### src/rtl/ab_seq_driver.sv
// Self-checking stimulus driver for the two-input a/b recognizer: stores a symbol
// sequence, resets the target, plays the symbols, lets the outputs settle, then checks {y1,y2}.
module ab_seq_driver #(
    parameter int DEPTH  = 8,
    parameter int HOLD   = 1,
    parameter int SETTLE = 2
) (
    input  logic                       clk,
    input  logic                       rst,
    input  logic                       wr_en,
    input  logic [1:0]                 wr_data,
    input  logic                       clr,
    input  logic                       start,
    input  logic [1:0]                 exp_y,
    input  logic                       y1_in,
    input  logic                       y2_in,
    output logic                       tgt_rst,
    output logic                       a,
    output logic                       b,
    output logic                       busy,
    output logic                       done,
    output logic                       pass,
    output logic [$clog2(DEPTH+1)-1:0] count,
    output logic [2:0]                 state_dbg
);

    localparam int CW   = $clog2(DEPTH + 1);
    localparam int IW   = (DEPTH > 1) ? $clog2(DEPTH) : 1;
    localparam int TMAX = (HOLD > SETTLE) ? HOLD : SETTLE;
    localparam int TW   = (TMAX > 1) ? $clog2(TMAX + 1) : 1;

    typedef enum logic [2:0] {
        S_IDLE   = 3'd0,
        S_TRST   = 3'd1,
        S_PLAY   = 3'd2,
        S_SETTLE = 3'd3,
        S_CHECK  = 3'd4,
        S_DONE   = 3'd5
    } state_t;

    state_t          state_q, state_d;
    logic [IW-1:0]   idx_q, idx_d;
    logic [TW-1:0]   tmr_q, tmr_d;
    logic [CW-1:0]   count_q;
    logic [1:0]      sym_mem [2**IW];

    logic            a_d, b_d, tgt_rst_d, busy_d, done_d, pass_d;
    logic            idle_like, last_sym, hold_end, settle_end, wr_ok;

    // Control strobes wr_en/clr/start are single-cycle level samples: each is acted on at
    // the edge where it is high, only while idle (IDLE/DONE); start beats clr beats wr_en.
    assign idle_like  = (state_q == S_IDLE) || (state_q == S_DONE);
    assign last_sym   = (CW'(idx_q) == count_q - CW'(1));
    assign hold_end   = (tmr_q == TW'(HOLD - 1));
    assign settle_end = (tmr_q == TW'(SETTLE - 1));
    assign wr_ok      = idle_like && !start && !clr && wr_en && (count_q != CW'(DEPTH));

    assign count      = count_q;
    assign state_dbg  = state_q;

    always_ff @(posedge clk or negedge rst) begin
        if (!rst) begin
            state_q <= S_IDLE;
            idx_q   <= '0;
            tmr_q   <= '0;
            tgt_rst <= 1'b1;
            a       <= 1'b0;
            b       <= 1'b0;
            busy    <= 1'b0;
            done    <= 1'b0;
            pass    <= 1'b0;
        end else begin
            state_q <= state_d;
            idx_q   <= idx_d;
            tmr_q   <= tmr_d;
            tgt_rst <= tgt_rst_d;
            a       <= a_d;
            b       <= b_d;
            busy    <= busy_d;
            done    <= done_d;
            pass    <= pass_d;
        end
    end

    always_comb begin
        state_d = state_q;
        idx_d   = idx_q;
        tmr_d   = tmr_q;
        case (state_q)
            S_IDLE, S_DONE: begin
                if (start) state_d = S_TRST;
            end
            S_TRST: begin
                idx_d   = '0;
                tmr_d   = '0;
                state_d = (count_q == '0) ? S_SETTLE : S_PLAY;
            end
            S_PLAY: begin
                if (hold_end) begin
                    tmr_d = '0;
                    if (last_sym) state_d = S_SETTLE;
                    else          idx_d   = idx_q + IW'(1);
                end else begin
                    tmr_d = tmr_q + TW'(1);
                end
            end
            S_SETTLE: begin
                if (settle_end) begin
                    tmr_d   = '0;
                    state_d = S_CHECK;
                end else begin
                    tmr_d = tmr_q + TW'(1);
                end
            end
            S_CHECK: state_d = S_DONE;
            default: state_d = S_IDLE;
        endcase
    end

    // Outputs are decoded from the next state so the registered pins line up with the state.
    always_comb begin
        a_d       = 1'b0;
        b_d       = 1'b0;
        tgt_rst_d = (state_d != S_TRST);
        busy_d    = (state_d == S_TRST) || (state_d == S_PLAY) ||
                    (state_d == S_SETTLE) || (state_d == S_CHECK);
        done_d    = (state_d == S_DONE);
        pass_d    = pass;
        if (state_d == S_PLAY) {a_d, b_d} = sym_mem[idx_d];
        if (state_q == S_CHECK)     pass_d = ({y1_in, y2_in} == exp_y);
        else if (state_d == S_TRST) pass_d = 1'b0;
    end

    always_ff @(posedge clk or negedge rst) begin
        if (!rst) begin
            count_q <= '0;
        end else if (idle_like && !start) begin
            if (clr)        count_q <= '0;
            else if (wr_ok) count_q <= count_q + CW'(1);
        end
    end

    // Storage needs no reset: entries at or beyond count are never played.
    always_ff @(posedge clk) begin
        if (wr_ok) sym_mem[count_q[IW-1:0]] <= wr_data;
    end

endmodule

### config.mk
export PLATFORM = sky130hd
export DESIGN_NAME = ab_seq_driver
export DESIGN_NICKNAME = d
export VERILOG_FILES = /design/src/rtl/ab_seq_driver.sv
export SDC_FILE = /design/constraint.sdc
export NUM_CORES = 1
export LEC_CHECK = 0
export CORE_MARGIN = 1
export CORE_UTILIZATION = 28
export DETAILED_ROUTE_END_ITERATION = 8
export PLACE_DENSITY_LB_ADDON = 0.25
export SLEW_MARGIN = 20
export SYNTH_ARGS = -nofsm -noshare
export SYNTH_HDL_FRONTEND = slang
export SYNTH_SLANG_ARGS = --single-unit
### constraint.sdc
create_clock -name clk -period 2.8 [get_ports clk]
set_input_delay 0.42 -clock clk [delete_from_list [all_inputs] [get_ports clk]]
set_output_delay 0.42 -clock clk [all_outputs]
set_load 0.005 [all_outputs]
Yosys cells after proc, flatten, opt, wreduce, memory -nomap -nowiden
Memories as Yosys holds them, arrays and structs flattened.
Index checks and enable logic that the tools add are counted.
{"block": "word_totals", "inputBits": 11, "wordCells": 68, "rom_bits": 0, "mem_bits_rw": 16, "out_inout_bits": 13, "mem_count": 1, "ff_bits": 18, "latch_bits": 0}
{"memory": "sym_mem", "depth": 8, "word_bits": 2, "read_ports": 1, "rd_clocked_by_memory_dff": 0, "write_ports": 1, "line": "45", "source": "logic [1:0] sym_mem [2**IW];"}
{"block": "op_classes", "shift": 0, "n_addsub": 4, "n_eq_ne": 15, "n_mul": 0, "n_div": 0, "n_reduce_logical": 18, "magnitude_cmp": 0, "mux": 20, "n_bitwise": 0}
{"operator": "$mux 3", "n": 6}
{"operator": "$pmux 3 s5", "n": 1}
{"operator": "$eq 3x2->1 const B", "n": 4}
{"operator": "$eq 3x3->1 const B", "n": 4}
{"operator": "$mux 4", "n": 2}
{"operator": "$mux 1", "n": 7}
{"operator": "$eq 3x1->1 const B", "n": 2}
{"operator": "$pmux 2 s3", "n": 1}
{"operator": "$pmux 3 s2", "n": 1}
{"operator": "$add 4x1->4 const B", "n": 1}
{"operator": "$eq 3x4->1", "n": 1}
{"operator": "$logic_and 1x1->1", "n": 4}
{"operator": "$logic_not 4->1", "n": 1}
{"operator": "$logic_or 1x1->1", "n": 4}
{"operator": "$mux 2", "n": 2}
{"operator": "$ne 4x4->1 const B", "n": 1}
{"operator": "$reduce_bool 2->1", "n": 2}
{"operator": "$sub 4x1->4 const B", "n": 1}
{"operator": "$add 3x1->3 const B", "n": 1}
{"operator": "$logic_not 3->1", "n": 1}
{"operator": "$ne 3x1->1 const B", "n": 1}
{"operator": "$reduce_bool 3->1", "n": 1}
{"operator": "$add 2x1->2 const B", "n": 1}
{"operator": "$eq 2x1->1 const B", "n": 1}
{"operator": "other kinds (5)", "n": 6}

Longest topological paths before layout
{"block": "logic_depth", "depth_word": 9, "mapped_depth": 10, "depth_no_buf": 9}

Least setup slack after synthesis
OpenSTA, ideal clock, no wires.
{"block": "synth_path", "path_type": "reg2reg", "from": "register count_q[1], in the netlist count[1]", "to": "register b", "path_slack_ps": 398, "n_path_buf": 1, "required_ps": 2665, "path_stages_with_launch": 11, "t_arrival_ps": 2268, "synth_period_minus_slack_ps": 2402, "setup_time_ps": 135, "cell_sequence": "dfrtp_1 > clkbuf_8 > inv_1 > ha_1 > xnor2_1 > a211o_1 > o211ai_4 > a21boi_0 > or3b_1 > mux2i_1 > o211ai_1"}
{"block": "synth_via", "elab_chain_cells": 7, "word_cells_on_any_way": 13, "cone_classes": "1 x add/sub; 2 x eq/ne; 8 x mux; 1 x reduce/logical; 1 x memory"}
{"item": "start, declared", "line": "44", "source": "logic [CW-1:0] count_q;"}
{"item": "start signal, assigned", "line": "139", "source": "else if (wr_ok) count_q <= count_q + CW'(1);"}
{"item": "$sub 4x1->4", "line": "53", "source": "assign last_sym = (CW'(idx_q) == count_q - CW'(1));"}
{"item": "$eq 3x4->1", "line": "53"}
{"item": "$mux 3", "line": "101", "source": "if (last_sym) state_d = S_SETTLE;"}
{"item": "$mux 3", "line": "99", "source": "if (hold_end) begin"}
{"item": "$pmux 3 s2 / $pmux 3 s5 (equally long branches)", "line": "89", "source": "case (state_q)"}
{"item": "$mem_v2 8x2 / $eq 3x2->1 (equally long branches)"}
{"item": "$mux 1 (*)", "line": "129", "source": "if (state_d == S_PLAY) {a_d, b_d} = sym_mem[idx_d];"}
{"item": "net b_d", "line": "47", "source": "logic a_d, b_d, tgt_rst_d, busy_d, done_d, pass_d;"}
{"item": "end signal, assigned", "line": "68", "source": "b <= 1'b0;"}
{"item": "end signal, assigned", "line": "78", "source": "b <= b_d;"}
{"item": "end, declared", "line": "19", "source": "output logic b,"}
The timed path passes the listed nets; every way through them passes the cells marked *.
A chain may end at the register's enable or synchronous reset.

Worst setup path in the final report
{"block": "layout_path", "from": "register count_q[0], in the netlist count[0]", "to": "register a"}
{"block": "layout_via", "elab_chain_cells": 7, "word_cells_on_any_way": 13, "cone_classes": "1 x add/sub; 2 x eq/ne; 8 x mux; 1 x reduce/logical; 1 x memory"}
{"item": "$sub 4x1->4", "line": "53"}
{"item": "$eq 3x4->1", "line": "53"}
{"item": "$mux 3", "line": "101"}
{"item": "$mux 3", "line": "99"}
{"item": "$pmux 3 s2", "line": "89"}
{"item": "net idx_d[0]", "line": "42", "source": "logic [IW-1:0] idx_q, idx_d;"}
{"item": "$mem_v2 8x2"}
{"item": "$mux 1", "line": "129"}
{"item": "net a_d", "line": "47"}
{"item": "end signal, assigned", "line": "67", "source": "a <= 1'b0;"}
{"item": "end signal, assigned", "line": "77", "source": "a <= a_d;"}
{"item": "end, declared", "line": "18", "source": "output logic a,"}
The timed path passes the listed nets, and every way through them passes these cells.

==> results_dict.tcl <==
set metrics [dict create \
    synth_top_area_frac 0.255 \
    power.share.combinational 0.522 \
    placed_area_sq_mm 0.00217 \
    switching_share 0.398 \
    ir_drop_mv 0.401 \
    critPathCaptureType "register" \
    finalCritPeriodShare 0.867 \
    p_per_area_mw_per_mm2 1020 \
    hpwl_microns 2830 \
    synth_seq_area_share 0.495 \
    slew_violations 0 \
    wirelength_microns 3800 \
    clk_pin_slew_ps 80 \
    p_seq_frac 0.320 \
    cts-buffers-inserted 5 \
    netlist_instances 162 \
    max_slew.worst_pin.slew_ps 843 \
    globalplace.congestion 0.718 \
    grt-ovfl-total 0 \
    finalHoldViolCount 0 \
    drive_gt1_frac 0.164 \
    dr_total_vias 1277 \
    grt_util_all_layers 0.119 \
    initial_core_util 0.293 \
    die-area_sq_mm 0.00706 \
    clockBufferDepth 2 \
    via_per_inst 4.80 \
    outcome "finished with violations" \
    areaGrowthSynthToFinish_pct 19.7 \
    cp_max_fo 9 \
    internal_power_w 0.00138 \
    grt_antenna_before_repair 0 \
    synth.distinct_cells 50 \
    drc 2 \
    yosys_warnings 0 \
    maxCapViolCount 0 \
    rows 29 \
    synth_ff_type "dfrtp_1" \
    cts.sinks 34 \
    wl_met1_microns 1940 \
    wire_per_inst_microns 14.3 \
    ios 24 \
    switchingPower_w 0.000911 \
    grt_pass1_vias 1278 \
    n_antenna_cell 0 \
    worstSetupPathType "reg2reg" \
    p_leak_nw 0.836 \
    cts_tree "yes" \
    period_minus_slack_ps 2430 \
    nNetsFinal 205 \
    io_buffers 23 \
    yosysTopAreaCell "edfxtp_1" \
    synth_edf_count 16 \
    finalInstanceArea_sq_mm 0.00226 \
    skew_ps 8.19 \
    clkLatencyLatePin_ps 290 \
    postRouteAntennaNets 0 \
    drt_iter0_drc 24 \
    grt_max_degree 19 \
    r2r_setup_slack_ps 370 \
    holdWs_ps 521 \
    top_layer_used "met4" \
    dr_wl_met2_microns 1620 \
    cts_root_buf "clkbuf_8" \
    hp-class "reg2reg" \
    synth_area_leaders "edfxtp_1 25%, dfrtp_1 23%, mux2_2 4.2%" \
    synth.avg_cell_area_sq_um 11.6 \
    post_cts_buffers 0 \
    grt_pass1_wl_microns 6390 \
    die_y_microns 84.0 \
    slew_headroom 0.436 \
    synth-seq-cells 34 \
    die_w_microns 84.0 \
    rsz0062_at_grt "no" \
    timing.fmax_ghz 0.412 \
    crit_path_start_kind "register" \
    cts_max_level 2 \
    violations "DRC" \
    cts-resized-gates 0 \
    finalSetupTns_ps 0 \
    syn_nets 179 \
    cp.arrival_ps 2600 \
    finalSetupViolCount 0 \
    pwr-share-clk 0.159 \
    required_ps 2970 \
    holdBufCountCts 0 \
    firstDrtPassIters 6 \
    netlist_area_sq_mm 0.00188 \
    synthArstFlopShare 0.529 \
    met3WireLength_microns 186 \
    core-area_sq_mm 0.00642 \
]
cell usage after synthesis, drive strengths merged (2+ instances only):
cell type  number
a211o           2
a21oi           4
buf             5
dfrtp          17
edfxtp         16
ha              6
inv             7
mux2            7
mux2i           4
nand2          15
nand2b          4
nand3           4
nor2           13
nor3            7
nor4b           3
o211ai          8
o21ai           7
o21bai          2
or3             2
xnor2           4
xor2            5
flip-flops by register name, indices dropped and copies added (netlist names):
name,cells
a,1
b,1
busy,1
count,4
done,1
idx_q,3
pass,1
state_dbg,3
sym_mem,16
tgt_rst,1
tmr_q,2
cell type report:
type | instances | area [sq um]
multi-input combinational | 115 | 866
tap | 77 | 96.3
clock inverter | 3 | 21.3
inverter | 7 | 26.3
timing repair buffer | 25 | 245
clock buffer | 5 | 68.8
sequential | 34 | 932
fill | 637 | 4170
metal layers:
metal / vias up / global-route usage
li1: 646 / -
met1: 593 / 0.160
met2: 32 / 0.174
met3: 6 / 0.0386
met4: 0 / 0.0517
met5: - / 0
logic make-up after synthesis:
| group | after synthesis | share of synthesized area |
|---|---|---|
| xor gates and xnor gates | 9 | 0.0418 |
| DFF | 34 | 0.495 |
| muxes | 12 | 0.0837 |
| and+or+nand+nor | 58 | 0.170 |
| AOI/OAI and AO/OA | 30 | 0.124 |
| buffers and inverters | 13 | 0.0458 |
| adders and majority gates | 6 | 0.0398 |
cell usage in the layout, fill, tap and decap left out, types with 3 or more instances in the layout:
cell	count
inv_1	7
nand2b_1	4
nand3_1	4
nand2_1	14
nor3_1	7
ha_1	6
clkdlybuf4s50_1	23
o211ai_1	7
mux2_2	7
xor2_1	5
nor2_1	13
nor4b_1	3
xnor2_1	4
clkbuf_8	5
a21oi_1	3
o21ai_0	6
edfxtp_1	16
dfrtp_1	17
power groups by stage:
stage / clock, W / sequential (W) / combinational, W
2_1_floorplan: 0 / 0.000707 / 0.000937
3_3_place_gp: 0 / 0.000744 / 0.00121
3_5_place_dp: 0 / 0.000741 / 0.00121
4_1_cts: 0.000382 / 0.000732 / 0.00121
5_1_grt: 0.000399 / 0.000746 / 0.00133
6_report: 0.000364 / 0.000732 / 0.00120
per-stage QoR:
stage | setup slack [ps] | util | instances | total power, W
2_1_floorplan | 398 | - | 162 | 0.00164
6_report | 371 | 0.351 | 266 | 0.00229
5_1_grt | 144 | 0.351 | 266 | 0.00247
3_3_place_gp | 369 | 0.337 | 258 | 0.00195
3_5_place_dp | 374 | 0.337 | 258 | 0.00195
4_1_cts | 356 | 0.351 | 266 | 0.00232
critical path, cell delays in order (launching register included):
cell       delay [ps]
dfrtp_1           350
inv_1              60
ha_1              260
xor2_1            190
nor4b_1           310
o2111ai_1         270
nand2_4           210
mux4_2            510
nand2b_1           80
nand3_1            60
path summary, 6_finish.rpt:
| check | start | end | cells past startpoint |
|---|---|---|---|
| max | count[0] | a | 9 |
| min | pass | pass | 2 |
| max reg2reg | count[0] | a | 9 |
| min reg2reg | pass | pass | 2 |
| max in group asynchronous | rst | count[3] | 1 |
| min in group asynchronous | rst | state_dbg[0] | 1 |
(Power assumes the default switching activity.)
